==> src/rtl/rv_loader_pkg.sv <==
// rtl/rv_loader_pkg.sv - shared state type and constants for the program loader
package rv_loader_pkg;

  localparam logic [7:0] MAGIC_DEFAULT = 8'hA5;
  localparam int         IM_ADDR_W     = 30;

  typedef enum logic [2:0] {
    S_IDLE,
    S_LEN_LO,
    S_LEN_HI,
    S_DATA,
    S_CSUM,
    S_DONE,
    S_ERR
  } state_t;

endpackage

==> src/rtl/word_assembler.sv <==
// rtl/word_assembler.sv - little-endian byte-to-word packer with running payload XOR
module word_assembler (
  input  logic        clk,
  input  logic        a_rst,
  input  logic        clear,
  input  logic        byte_en,
  input  logic [7:0]  byte_in,
  output logic [31:0] word,
  output logic        word_last,
  output logic [7:0]  xor_sum
);

  logic [23:0] lo_bytes;
  logic [1:0]  lane;

  // The completing byte is combined combinationally so the word is ready on the byte-3 edge.
  assign word      = {byte_in, lo_bytes};
  assign word_last = byte_en && (lane == 2'd3);

  always_ff @(posedge clk or negedge a_rst) begin
    if (!a_rst) begin
      lo_bytes <= '0;
      lane     <= '0;
      xor_sum  <= '0;
    end else if (clear) begin
      lo_bytes <= '0;
      lane     <= '0;
      xor_sum  <= '0;
    end else if (byte_en) begin
      lo_bytes <= {byte_in, lo_bytes[23:8]};
      lane     <= lane + 2'd1;
      xor_sum  <= xor_sum ^ byte_in;
    end
  end

endmodule

==> src/rtl/program_loader.sv <==
// rtl/program_loader.sv - framed byte-stream loader into instruction memory, holds the CPU in reset until verified
module program_loader
  import rv_loader_pkg::*;
#(
  parameter int         MAX_WORDS = 64,
  parameter int         TIMEOUT   = 1000,
  parameter logic [7:0] MAGIC     = MAGIC_DEFAULT
) (
  input  logic                 clk,
  input  logic                 a_rst,
  input  logic                 rx_valid,
  input  logic [7:0]           rx_data,
  output logic                 rx_ready,
  output logic                 im_we,
  output logic [IM_ADDR_W-1:0] im_addr,
  output logic [31:0]          im_wd,
  output logic                 cpu_rst_n,
  output logic                 done,
  output logic                 error
);

  localparam int               TMO_W    = $clog2(TIMEOUT + 1);
  localparam logic [TMO_W-1:0] TMO_LAST = TMO_W'(TIMEOUT - 1);
  localparam logic [16:0]      MAX_N    = 17'(MAX_WORDS);

  state_t           state;
  logic [7:0]       len_lo;
  logic [15:0]      n_words;
  logic [15:0]      word_idx;
  logic [TMO_W-1:0] tmo_cnt;

  logic        accept;
  logic        in_frame;
  logic        tmo_hit;
  logic        asm_clear;
  logic        asm_en;
  logic        word_last;
  logic [31:0] asm_word;
  logic [7:0]  xor_sum;
  logic [15:0] len_full;

  assign rx_ready  = (state != S_DONE) && (state != S_ERR);
  assign accept    = rx_valid && rx_ready;
  assign in_frame  = state inside {S_LEN_LO, S_LEN_HI, S_DATA, S_CSUM};
  assign tmo_hit   = in_frame && !accept && (tmo_cnt == TMO_LAST);
  assign asm_clear = accept && (state == S_IDLE) && (rx_data == MAGIC);
  assign asm_en    = accept && (state == S_DATA);
  assign len_full  = {rx_data, len_lo};

  word_assembler u_word_assembler (
    .clk       (clk),
    .a_rst     (a_rst),
    .clear     (asm_clear),
    .byte_en   (asm_en),
    .byte_in   (rx_data),
    .word      (asm_word),
    .word_last (word_last),
    .xor_sum   (xor_sum)
  );

  always_ff @(posedge clk or negedge a_rst) begin
    if (!a_rst) begin
      state     <= S_IDLE;
      len_lo    <= '0;
      n_words   <= '0;
      word_idx  <= '0;
      tmo_cnt   <= '0;
      im_we     <= 1'b0;
      im_addr   <= '0;
      im_wd     <= '0;
      done      <= 1'b0;
      error     <= 1'b0;
      cpu_rst_n <= 1'b0;
    end else begin
      im_we <= 1'b0;

      if (in_frame && !accept) tmo_cnt <= tmo_cnt + 1'b1;
      else                     tmo_cnt <= '0;

      // An idle stall wins over everything else once the budget is used up.
      if (tmo_hit) begin
        state <= S_ERR;
        error <= 1'b1;
      end else if (accept) begin
        case (state)
          S_IDLE: begin
            if (rx_data == MAGIC) begin
              state    <= S_LEN_LO;
              word_idx <= '0;
            end
          end
          S_LEN_LO: begin
            len_lo <= rx_data;
            state  <= S_LEN_HI;
          end
          S_LEN_HI: begin
            n_words <= len_full;
            if (len_full == 16'd0) begin
              state <= S_CSUM;
            end else if ({1'b0, len_full} > MAX_N) begin
              state <= S_ERR;
              error <= 1'b1;
            end else begin
              state <= S_DATA;
            end
          end
          S_DATA: begin
            if (word_last) begin
              im_we    <= 1'b1;
              im_addr  <= IM_ADDR_W'(word_idx);
              im_wd    <= asm_word;
              word_idx <= word_idx + 16'd1;
              if (word_idx == n_words - 16'd1) state <= S_CSUM;
            end
          end
          S_CSUM: begin
            if (rx_data == xor_sum) begin
              state     <= S_DONE;
              done      <= 1'b1;
              cpu_rst_n <= 1'b1;
            end else begin
              state <= S_ERR;
              error <= 1'b1;
            end
          end
          default: begin
          end
        endcase
      end
    end
  end

endmodule

==> config.mk <==
export PLATFORM = sky130hd
export DESIGN_NAME = program_loader
export DESIGN_NICKNAME = d
export VERILOG_FILES = /design/src/rtl/rv_loader_pkg.sv /design/src/rtl/word_assembler.sv /design/src/rtl/program_loader.sv
export SDC_FILE = /design/constraint.sdc
export NUM_CORES = 1
export LEC_CHECK = 0
export ABC_AREA = 1
export CAP_MARGIN = 20
export CORE_MARGIN = 2
export CORE_UTILIZATION = 55
export DETAILED_ROUTE_END_ITERATION = 7
export PLACE_DENSITY_LB_ADDON = 0.12
export SLEW_MARGIN = 25
export SYNTH_ARGS = -nofsm -noshare
export SYNTH_HDL_FRONTEND = slang
export SYNTH_HIERARCHICAL = 1
export SYNTH_SLANG_ARGS = --single-unit
==> constraint.sdc <==
create_clock -name clk -period 4.7 [get_ports clk]
set_input_delay 1.175 -clock clk [delete_from_list [all_inputs] [get_ports clk]]
set_output_delay 1.175 -clock clk [all_outputs]
set_load 0.005 [all_outputs]
# --- Word level (Yosys, flattened, before mapping) ---
# Cells that the tools add are included.
totals:
  reg_bits: 138
  in_bits: 11
  word_cells: 92
classes:
  n_addsub: 4
  order_cmp: 1
  n_eq_ne: 19
  mux: 29
  bitwise: 2
  reduce_logical: 24
op_table:
  columns: ["op", "count"]
  rows:
  - ["two-way mux 24 bit", 2]
  - ["two-way mux 16 bit", 2]
  - ["one-hot mux 16 bit (2 select lines)", 1]
  - ["two-way mux 3 bit", 7]
  - ["adder 16 x 1 -> 16 bit (second input constant)", 1]
  - ["equality test 16 bit", 1]
  - ["> comparator 16 x 7 -> 1 bit (second input constant)", 1]
  - ["zero test 16 bit", 1]
  - ["two-way mux 8 bit", 2]
  - ["subtractor 16 x 1 -> 16 bit (second input constant)", 1]
  - ["one-hot mux 3 bit (5 select lines)", 1]
  - ["AND reduction 5 bit", 3]
  - ["!= test 3 x 2 -> 1 bit (second input constant)", 4]
  - ["!= test 3 bit (second input constant)", 4]
  - ["adder 10 x 1 -> 10 bit (second input constant)", 1]
  - ["equality test 10 bit (second input constant)", 1]
  - ["two-way mux 10 bit", 1]
  - ["two-way mux 1 bit", 9]
  - ["equality test 8 bit", 1]
  - ["equality test 8 bit (second input constant)", 1]
  - ["logical AND 1 bit", 8]
  - ["AND reduction 4 bit", 2]
  - ["XOR 8 bit", 1]
  - ["equality test 3 x 2 -> 1 bit (second input constant)", 2]
  - ["15 further kinds", 21]

# --- Depth between registers and ports, before layout ---
# Gate-level depths: netlist of the first run.
logic_depth:
  word_depth: 9
  ltp_mapped: 16
  depth_no_buf: 16

# --- By module ---
# The synthesis of the first run kept the hierarchy.
modules_own_cells:
  columns: ["module", "instances", "cells_per_inst", "area_each_um2", "seq_area_each_um2"]
  rows:
  - ["program_loader", 1, 737, 5549.1, 2602.5]
  - ["word_assembler", 1, 158, 1460.2, 850.8]

# --- Worst setup path before layout of the first run ---
# OpenSTA, ideal clock, no wires.
synth_path:
  kind: "input -> register"
  startpoint: "in rx_valid"
  endpoint: "reg im_wd[15]"
  setup_time_ns: 0.116
  arrival_time_ns: 2.501
  t_required_ns: 4.584
  slack_ns: 2.083
  path_stages: 13
  path_buffers: 4
  cell_sequence: "inv_1 > nor2_2 > buf_6 > buf_2 > nand2_1 > inv_1 > inv_1 > nor2_2 > inv_2 > buf_2 > buf_2 > nand2_1 > nand2_1"
synth_between:
  elab_cells_between_ends: 8
  classes_between: "bitwise (1); reduce/logical (7)"
synth_lines:
  columns: ["element", "line", "source"]
  rows:
  - ["start, declared", "program_loader.sv:11", "input logic rx_valid,"]
  - ["logical AND 1 bit", "program_loader.sv:43", "assign accept = rx_valid && rx_ready;"]
  - ["logical AND 1 bit", "program_loader.sv:47", "assign asm_en = accept && (state == S_DATA);"]
  - ["via asm_en", "program_loader.sv:36", "logic asm_en;"]
  - ["logical AND 1 bit", "word_assembler.sv:18", "assign word_last = byte_en && (lane == 2'd3);"]
  - ["via word_last", "program_loader.sv:37", "logic word_last;"]
  - ["AND reduction 4 bit (no source line)", null, null]
  - ["end signal, assigned", "program_loader.sv:111", "im_wd <= asm_word;"]
  - ["end, declared", "program_loader.sv:16", "output logic [31:0] im_wd,"]
# The timed path passes the listed nets, and every way through them passes these cells.
# A chain may end at the register's enable or synchronous reset.

# --- Worst setup path after layout of the first run ---
layout_path:
  startpoint: "in rx_data[1]"
  endpoint: "reg u_word_assembler.lo_bytes[12]"
layout_between:
  elab_chain_len: 3
  elab_cells_between_ends: 4
  classes_between: "eq/ne (1); mux (1); reduce/logical (2)"
layout_lines:
  columns: ["element", "line", "source"]
  rows:
  - ["start, declared", "program_loader.sv:12", "input logic [7:0] rx_data,"]
  - ["equality test 8 bit *", "program_loader.sv:46", "assign asm_clear = accept && (state == S_IDLE) && (rx_data == MAGIC);"]
  - ["logical AND 1 bit *", "program_loader.sv:46", null]
  - ["via asm_clear", "program_loader.sv:35", "logic asm_clear;"]
  - ["two-way mux 24 bit or nonzero test 2 bit (tied branches)", null, null]
  - ["end signal, assigned", "word_assembler.sv:30", "lo_bytes <= {byte_in, lo_bytes[23:8]};"]
  - ["end, declared", "word_assembler.sv:13", "logic [23:0] lo_bytes;"]
# Mark *: on every way through the listed nets, which the timed path passes. The rest lies on a longest branch.

==> run metrics, run 1 <==
post-route setup TNS=0 ns; core footprint=roughly 0.013 mm^2; post-route ant nets=0; Clock Pin Slew Worst Setup and Hold Paths=0.06 ns; WS Path Type=in2reg; Post-DP Area=roughly 0.0076 mm^2; die height=about 120 um; CTS resizes=0; initial antenna violation count=0; DR vias/cell=5.22; DIE AREA=0.0137 mm^2; storage element area=roughly 0.0035 mm^2; Setup Buffers After CTS=0; fin crit share=0.669; asr flop ratio synth=1.00; clock share of power=0.299; via count=5889; Syn Inst Count=between 800 and 900; top cell type by total area after synthesis=dfrtp_1; met2 usage=0.422; layout overhead on the synthesized area=17.0%; worst-skew pair later-pin latency=0.42 ns; Filler cells=~1100; status=completed; kind of end point of the critical path=flop; # setup viols final=0; TritonCTS clock tree=built; Switching Power=approximately 1.6 mW; Placer Congestion=0.910; M3 GR Usage=0.0530; die width=between 100 and 150 um; most area-consuming cells after synthesis=dfrtp_1, nand2_1, nand3_1; Switching Share=0.368; cell row count=41; I/O Pins=78; skew final=roughly 0.0058 ns; LEAKAGE=4.12 nW; slew margin rel.=0.392; Synth Cell Area=0.00701 mm^2; DP HPWL=11700 um; Syn Area/Cell=7.83 um^2; RSZ-0062 raised after global routing=no; Max VDD drop=approximately 350 uV; Comb pwr share=0.290; crit start category=primary input; cts bufs inserted=17; largest net degree at the start of global routing=84; minimum clock period after layout=roughly 3.1 ns; most common cell in the netlist=nand2_1; clk buf depth=2; Synthesis Warnings=6; multi-input logic area=between 0.002 and 0.003 mm^2; # H-tree levels=4; number of remaining DRC errors=0; Initial Util=0.560; clk sinks=138; most used routing layer=met2; gr usage total=0.262; vias in the first global route=roughly 5600; ANT cells=0; top fanout value on the critical path=27; Synth top cells by count=nand2_1, dfrtp_1, inv_1; Seq cells post-synth=roughly 140; Hold Vio Cnt, Final=0; Post-CTS Hold Buffers=0; Synth Flop Type=dfrtp_1; count of cell types in the netlist=between 40 and 50; met1 usage=0.365; Cell Pwr Density=about 530 mW/mm^2; # port buffers=63; CTS root buf=clkbuf_16; Max-Cap Viols=0; post-synth top area share=0.493; DR iter-0 viols=436; Final #Nets=960; Int Pwr=between 2 and 3 mW; Post-synth EDFFs=0; ratio of cells with drive above 1 in the final layout=0.0711; sequential share of the synthesized area=0.493; Flop pwr share=0.411; drt first pass iters=6; wire length per cell=around 15 um; critical path required time=4.99 ns; Min-Delay Path Class=reg2reg; first-pass GRT wire length=approximately 27000 um; Finished Cell Area=just over 0.008 mm^2; Critical Path AT=3.44 ns; DRT Wirelength=between 15000 and 20000 um; Overflow after GRT=0; f_max=roughly 320 MHz; final slew viol count=0; Worst-Margin Slew=between 0.9 and 1 ns
==> worst paths after layout <==
check                            from  cells past startpoint  slack, ns                       endpoint
max                        rx_data[1]                      9       1.55  u_word_assembler/lo_bytes[12]
min                        tmo_cnt[0]                      1       0.46                     tmo_cnt[0]
max reg2reg                n_words[0]                     15       2.24                       state[1]
min reg2reg                tmo_cnt[0]                      1       0.46                     tmo_cnt[0]
max in group asynchronous       a_rst                      2       2.99                    im_addr[11]
min in group asynchronous       a_rst                      1       0.80                     im_addr[7]
==> cell usage in the layout, fill, tap and decap left out, drive strengths merged, types with 7 or more instances in the layout <==
cell           Yosys  layout
nand3             68      68
o21ai             63      63
clkdlybuf4s50      0      62
conb               1      14
nand4             11      11
clkinv             1       7
a21oi             27      27
dfrtp            138     138
xnor2              7       7
clkbuf            11      20
inv               84      85
nor3              16      16
xor2              16      16
nor2              79      79
nand2            304     304
==> metal layers <==
metal	vias up	routed length, um
met4	0	214
met5	-	0
met2	151	8020
met1	2812	7600
li1	2902	-
met3	24	696
==> worst max-delay path, stage by stage <==
cell and delay (ns):
clkdlybuf4s50_1 0.62, inv_1 0.20, nand4_1 0.13, nor2_1 0.24, nand3_4 0.20, inv_1 0.22
inv_2 0.23, nand2_1 0.29, o21ai_0 0.12
==> stage by stage <==
stage / hold WS, ns / setup WS, ns / std cells / util / power [mW]
floorplan: 0.433 / 2.08 / 908 / - / 2.69
global placement: 0.445 / 1.20 / 1098 / 0.609 / 3.01
detailed placement: 0.454 / 1.15 / 1098 / 0.609 / 3.05
CTS: 0.461 / 1.59 / 1129 / 0.655 / 4.36
global route: 0.477 / 1.40 / 1129 / 0.655 / 4.67
finish: 0.456 / 1.55 / 1129 / 0.655 / 4.36
==> registers in the layout, summed over array words and instances (netlist names) <==
name / cells
im_wd: 32
u_word_assembler/lo_bytes: 24
im_addr: 16
n_words: 16
word_idx: 16
tmo_cnt: 10
len_lo: 8
u_word_assembler/xor_sum: 8
state: 3
u_word_assembler/lane: 2
done: 1
error: 1
im_we: 1
==> power by group through the flow <==
stage | Clock (mW) | Sequential [mW] | Combinational, mW
6_report | 1.30 | 1.79 | 1.26
5_1_grt | 1.37 | 1.84 | 1.46
4_1_cts | 1.31 | 1.78 | 1.26
3_5_place_dp | 0 | 1.80 | 1.25
3_3_place_gp | 0 | 1.79 | 1.22
2_1_floorplan | 0 | 1.71 | 0.983
==> layout make-up <==
| class | count | area share |
|---|---|---|
| Clock buffer | 20 | 0.0557 |
| Clock inverter | 11 | 0.0148 |
| Timing Repair Buffer | 67 | 0.0807 |
| Sequential cell | 138 | 0.421 |
| Inverter | 85 | 0.0395 |
| Tap cell | 172 | 0.0262 |
| Multi-Input combinational cell | 636 | 0.362 |
==> cell families (layout without fill, tap and decap cells) <==
kind of cell,after synthesis,after routing,synth area share
flip-flops,138,138,0.493
buffers and inverters,134,183,0.0907
XOR/XNOR,23,23,0.0287
AND/OR/NAND/NOR,493,493,0.301
adder cells (fa/ha/maj),4,4,0.00714
other,1,14,0.000535
AO/OA/AOI/OAI,102,102,0.0796
Power figures use the tool's default switching activity.
==> run 2: changes to the inputs <==
clock period = 3 ns   (was 4.7 ns; I/O delays follow)
==> run 2 against run 1 <==
Critical path depth increased by 1; critical endpoint is now word_idx[9]; sequential share of layout area down 0.53 points; via count grew 1.8%; largest power group unchanged; register-to-register slack lost 1.7 ns; critical path type unchanged.
==> run metrics, run 2 (synthesis results as in run 1) <==
wire length per cell=14.9 um (+1.8%); Switching Share=0.366 (-0.00158); reg2reg end=state[1]; Top reg by flops=im_wd; initial antenna violation count=0 (unchanged); die height=117 um (unchanged); layout overhead on the synthesized area=18.5%; TritonCTS clock tree=built; post-route ant nets=0 (unchanged); hold_ws=0.341 ns (-0.115 ns); drt first pass iters=5 (-1); RSZ-0062 raised after global routing=no; clk sinks=138 (unchanged); critical path required time=3.33 ns (-1.66 ns); Int Pwr=4.37 mW (+59%); Switching Power=2.53 mW (+58%); Max VDD drop=615 uV (+76%); Setup Buffers After CTS=0 (unchanged); top fanout value on the critical path=14 (-48%); DR vias/cell=5.26 (+0.82%); fin crit share=0.848; # H-tree levels=4 (unchanged); vias in the first global route=5610 (-0.58%); gr usage total=0.266 (+0.00419); Post-CTS Hold Buffers=0 (unchanged); Worst path top cell family by delay=simple AND/OR/NAND/NOR gates; DP HPWL=12400 um (+5.5%); DRT Wirelength=17000 um (+2.8%); CTS resizes=0 (unchanged); minimum clock period after layout=between 2 and 3 ns; Clock Pin Slew Worst Setup and Hold Paths=0.05 ns (about the same); Filler cells=1074 (-2.8%); most common cell after layout, fill and taps aside=nand2_1; Comb pwr share=0.291 (about the same); origin of the critical flop-to-flop path=n_words[0]; CTS root buf=clkbuf_16; max FFs per register=32 (unchanged); Max-Cap Viols=0 (unchanged); DP Worst Slack=0.112 ns (-1.04 ns); ratio of cells with drive above 1 in the final layout=0.0795 (+0.00849); clk buf depth=2 (unchanged); setup slack after layout=0.456 ns (-1.10 ns); ANT cells=0 (unchanged); Final #Nets=972 (+1.3%); slew margin rel.=0.557 (+0.165); cts bufs inserted=17 (unchanged); crit start category=primary input; Initial Util=0.560 (unchanged); Post-DP Area=0.00773 mm^2 (+1.3%); Finished Cell Area=0.00831 mm^2 (+1.3%); DR iter-0 viols=461 (+5.7%); Critical Path AT=2.87 ns (-0.57 ns); LEAKAGE=4.18 nW (+1.3%); crit path cell chain=clkdlybuf4s50_1, inv_1, nand4_1, nor2_1, nand3_4, nand2_2, nand2_4, nor3_1, o21ai_0, a21oi_1; first-pass GRT wire length=27800 um (+1.6%); I/O Pins=78 (unchanged); DIE AREA=0.0137 mm^2 (unchanged); count of buffer and inverter cells on the critical path=2 (-2); # port buffers=63 (unchanged); die width=117 um (unchanged); skew final=0.00982 ns (+0.00401 ns); Cell Pwr Density=830 mW/mm^2 (+56%); cell row count=41 (unchanged); Worst-Margin Slew=0.665 ns (-0.246 ns); # setup viols final=0 (unchanged); status=completed; Hold Vio Cnt, Final=0 (unchanged); commonest non-fill, non-tap cells in the layout=nand2_1, dfrtp_1, inv_1, nor2_1, nand3_1; number of remaining DRC errors=0 (unchanged); slowest CP cell=clkdlybuf4s50_1; clock share of power=0.299 (about the same); post-route setup TNS=0 ns (unchanged); f_max=roughly 390 MHz; r2r setup slk=0.59 ns (-1.65 ns); worst r2r path cells=15 (unchanged); Overflow after GRT=0 (unchanged); kind of end point of the critical path=flop; Min-Delay Path Class=in2async; delay of the slowest critical-path stage=0.50 ns (-0.12 ns); largest net degree at the start of global routing=76 (-9.5%); largest registers=im_wd x32, u_word_assembler/lo_bytes x24; Placer Congestion=0.875 (-3.9%); core footprint=0.0125 mm^2 (unchanged); via count=5995 (+1.8%); Flop pwr share=0.410 (about the same); WS Path Type=in2reg; final slew viol count=0 (unchanged); worst-skew pair later-pin latency=0.42 ns (about the same)
run 2: cell count changes in the layout (fill, tap and decap cells not counted):
cell / delta
buf_12: +1
buf_4: +11
clkbuf_1: +2
clkbuf_8: +2
clkinv_2: -3
clkinv_4: -1
inv_6: -1
run 2: cell type report:
type,count,area (um^2),area share
sequential,138,3450,0.416
multi-input combinational,636,2970,0.357
timing repair buffer,79,764,0.0920
clock buffer,24,492,0.0592
inverter,85,324,0.0390
tap,172,215,0.0259
clock inverter,6,88.8,0.0107
run 2: per-layer routing:
layer	global-route usage	routed length, um
met1	0.351	7570
met2	0.434	8300
met3	0.0489	599
met4	0.118	513
met5	0	0
run 2: per-stage QoR:
stage / cells / total power [mW] / utilization
5_1_grt: 1140 / 7.33 / 0.664
2_1_floorplan: 908 / 4.22 / -
6_report: 1140 / 6.90 / 0.664
3_3_place_gp: 1110 / 4.74 / 0.617
3_5_place_dp: 1110 / 4.82 / 0.617
4_1_cts: 1140 / 6.91 / 0.664
run 2: worst max-delay path by stage:
stage                     startpoint                            end  slack, ns  depth (start not counted)
after floorplan             rx_valid                      im_wd[15]       0.81                         13
after global placement    rx_data[6]  u_word_assembler/lo_bytes[16]       0.20                          9
after detailed placement  rx_data[6]  u_word_assembler/lo_bytes[17]       0.11                          9
after CTS                 rx_data[6]                    word_idx[9]       0.46                         10
after global routing      rx_data[6]                    word_idx[9]       0.29                         10
final                     rx_data[6]                    word_idx[9]       0.46                         10
run 2: power groups by stage:
| stage | Combinational [mW] | Clock (mW) | Sequential, mW |
|---|---|---|---|
| 3_3_place_gp | 1.92 | 0 | 2.83 |
| 6_report | 2.01 | 2.06 | 2.83 |
| 4_1_cts | 2.01 | 2.08 | 2.82 |
| 3_5_place_dp | 1.98 | 0 | 2.84 |
| 2_1_floorplan | 1.54 | 0 | 2.68 |
| 5_1_grt | 2.29 | 2.16 | 2.88 |
run 2: worst reg2reg max path, cell delays in order (launching register included):
cell and delay, ns:
dfrtp_1 0.43, inv_1 0.19, ha_1 0.24, nand3_1 0.20, nor2_1 0.26, nand2_1 0.08, nand2_1 0.10, nand2_1 0.05
inv_1 0.04, nand2_1 0.04, nor2_1 0.12, nand4_1 0.16, nand2_1 0.15, nand2_1 0.08, nand2_1 0.06, nand3_1 0.07
==> run 3: changes to the inputs <==
clock period = 2.4 ns   (was 3 ns; I/O delays follow)
==> run 3 against run 2 <==
Utilization grew 1.8 points; hold slack worse by 0.18 ns; sequential share of layout area fell by 1.1 points; clock power grew 31%; critical path type is now reg2out; critical endpoint is now rx_ready; largest cell class unchanged; largest power group unchanged.
==> run metrics, run 3 (synthesis results as in run 1) <==
status=completed; die width=117 um (unchanged); worst r2r path cells=15 (unchanged); hold_ws=0.165 ns (-0.176 ns); ratio of cells with drive above 1 in the final layout=0.108 (+0.0283); largest registers=im_wd x32, u_word_assembler/lo_bytes x24; DRT Wirelength=17300 um (+1.9%); ANT cells=0 (unchanged); initial antenna violation count=0 (unchanged); delay of the slowest critical-path stage=0.47 ns (-0.03 ns); Worst-Margin Slew=0.616 ns (-0.0487 ns); crit path from=state[0]; core footprint=0.0125 mm^2 (unchanged); fin crit share=0.952; DR vias/cell=5.26 (about the same); Max VDD drop=541 uV (-12%); gr usage total=0.274 (+0.00790); Hold Vio Cnt, Final=0 (unchanged); LEAKAGE=4.30 nW (+3.1%); cell row count=41 (unchanged); Critical Path AT=1.69 ns (-1.18 ns); wire length per cell=14.9 um (-0.22%); top fanout value on the critical path=6 (-8); skew final=0.00998 ns (+0.000160 ns); Top reg by flops=im_wd; DP HPWL=12600 um (+1.5%); largest net degree at the start of global routing=66 (-13%); max FFs per register=32 (unchanged); crit start category=flop; f_max=roughly 440 MHz; via count=6126 (+2.2%); Cell Pwr Density=1030 mW/mm^2 (+24%); CTS resizes=0 (unchanged); kind of end point of the critical path=output port; drt first pass iters=8 (+3); Placer Congestion=0.952 (+8.8%); minimum clock period after layout=between 2 and 2.5 ns; DR iter-0 viols=503 (+9.1%); crit path cell chain=nor2_4, nor2_2, nand2_1, clkdlybuf4s50_1; commonest non-fill, non-tap cells in the layout=nand2_1, dfrtp_1, inv_1, nor2_1, nand3_1; Post-CTS Hold Buffers=0 (unchanged); post-route ant nets=0 (unchanged); final slew viol count=0 (unchanged); TritonCTS clock tree=built; layout overhead on the synthesized area=21.7%; slowest CP cell=dfrtp_1; slew margin rel.=0.589 (+0.0325); # H-tree levels=4 (unchanged); clock share of power=0.306 (+0.007); origin of the critical flop-to-flop path=n_words[1]; Switching Power=3.23 mW (+28%); Comb pwr share=0.294 (+0.003); storage element area=0.00345 mm^2 (unchanged); cts bufs inserted=17 (unchanged); Clock Pin Slew Worst Setup and Hold Paths=0.06 ns (about the same); Overflow after GRT=0 (unchanged); Switching Share=0.368 (+0.00145); Initial Util=0.560 (unchanged); Min-Delay Path Class=in2async; multi-input logic area=0.00299 mm^2 (+0.67%); Post-DP Area=0.00790 mm^2 (+2.2%); Setup Buffers After CTS=0 (unchanged); clk buf depth=2 (unchanged); first-pass GRT wire length=28700 um (+3.1%); die height=117 um (unchanged); WS Path Type=reg2out; most common cell after layout, fill and taps aside=nand2_1; Filler cells=1057 (-1.6%); DIE AREA=0.0137 mm^2 (unchanged); # setup viols final=0 (unchanged); CTS root buf=clkbuf_16; worst-skew pair later-pin latency=0.42 ns (about the same); Int Pwr=5.55 mW (+27%); Max-Cap Viols=0 (unchanged); Flop pwr share=0.400 (-0.010); vias in the first global route=5878 (+4.8%); # port buffers=63 (unchanged); critical path required time=1.80 ns (-1.53 ns); Final #Nets=995 (+2.4%); Finished Cell Area=0.00853 mm^2 (+2.7%); number of remaining DRC errors=0 (unchanged); I/O Pins=78 (unchanged); clk sinks=138 (unchanged)
-- run 3: worst paths after layout --
kind / endpoint / slack [ns]
setup reg to reg: state[1] / 0.22
hold / removal: im_addr[2] / 0.17
max in group asynchronous: im_wd[21] / 1.55
hold reg to reg: im_wd[30] / 0.47
min in group clk: im_wd[30] / 0.47
setup / recovery: rx_ready / 0.11
-- run 3: power by group through the flow --
stage	sequential, mW	combinational (mW)	clock [mW]
floorplan	3.35	1.93	0
global placement	3.50	2.44	0
detailed placement	3.52	2.52	0
CTS	3.49	2.55	2.72
global route	3.59	2.98	2.84
finish	3.51	2.58	2.69
-- run 3: metrics by stage --
stage / setup slack, ns / util / TNS [ns] / total power, mW / cells
2_1_floorplan: 0.355 / - / 0 / 5.28 / 908
3_3_place_gp: -0.0314 / 0.631 / -0.0365 / 5.94 / 1133
3_5_place_dp: -0.0839 / 0.631 / -0.0839 / 6.04 / 1133
4_1_cts: 0.0826 / 0.680 / 0 / 8.76 / 1164
5_1_grt: -0.00822 / 0.681 / -0.00822 / 9.40 / 1164
6_report: 0.115 / 0.681 / 0 / 8.78 / 1164
-- run 3: layout make-up --
type | instances | area share
Sequential cell | 138 | 0.405
Inverter | 85 | 0.0380
Multi-Input combinational cell | 636 | 0.351
Clock buffer | 18 | 0.0515
Clock inverter | 13 | 0.0198
Tap cell | 172 | 0.0252
Timing Repair Buffer | 102 | 0.110
-- run 3: metal layers --
metal,vias up,wire length (um),GRT usage
met2,177,8620,0.452
met1,2932,7530,0.361
li1,2985,-,-
met3,32,774,0.0623
met4,0,380,0.0941
met5,-,0,0
-- run 3: worst max-delay path, delay by kind of cell (launching register included) --
kind,cells,cell delay [ns]
and+or+nand+nor,3,0.36
DFF,1,0.47
buffers and inverters,1,0.44
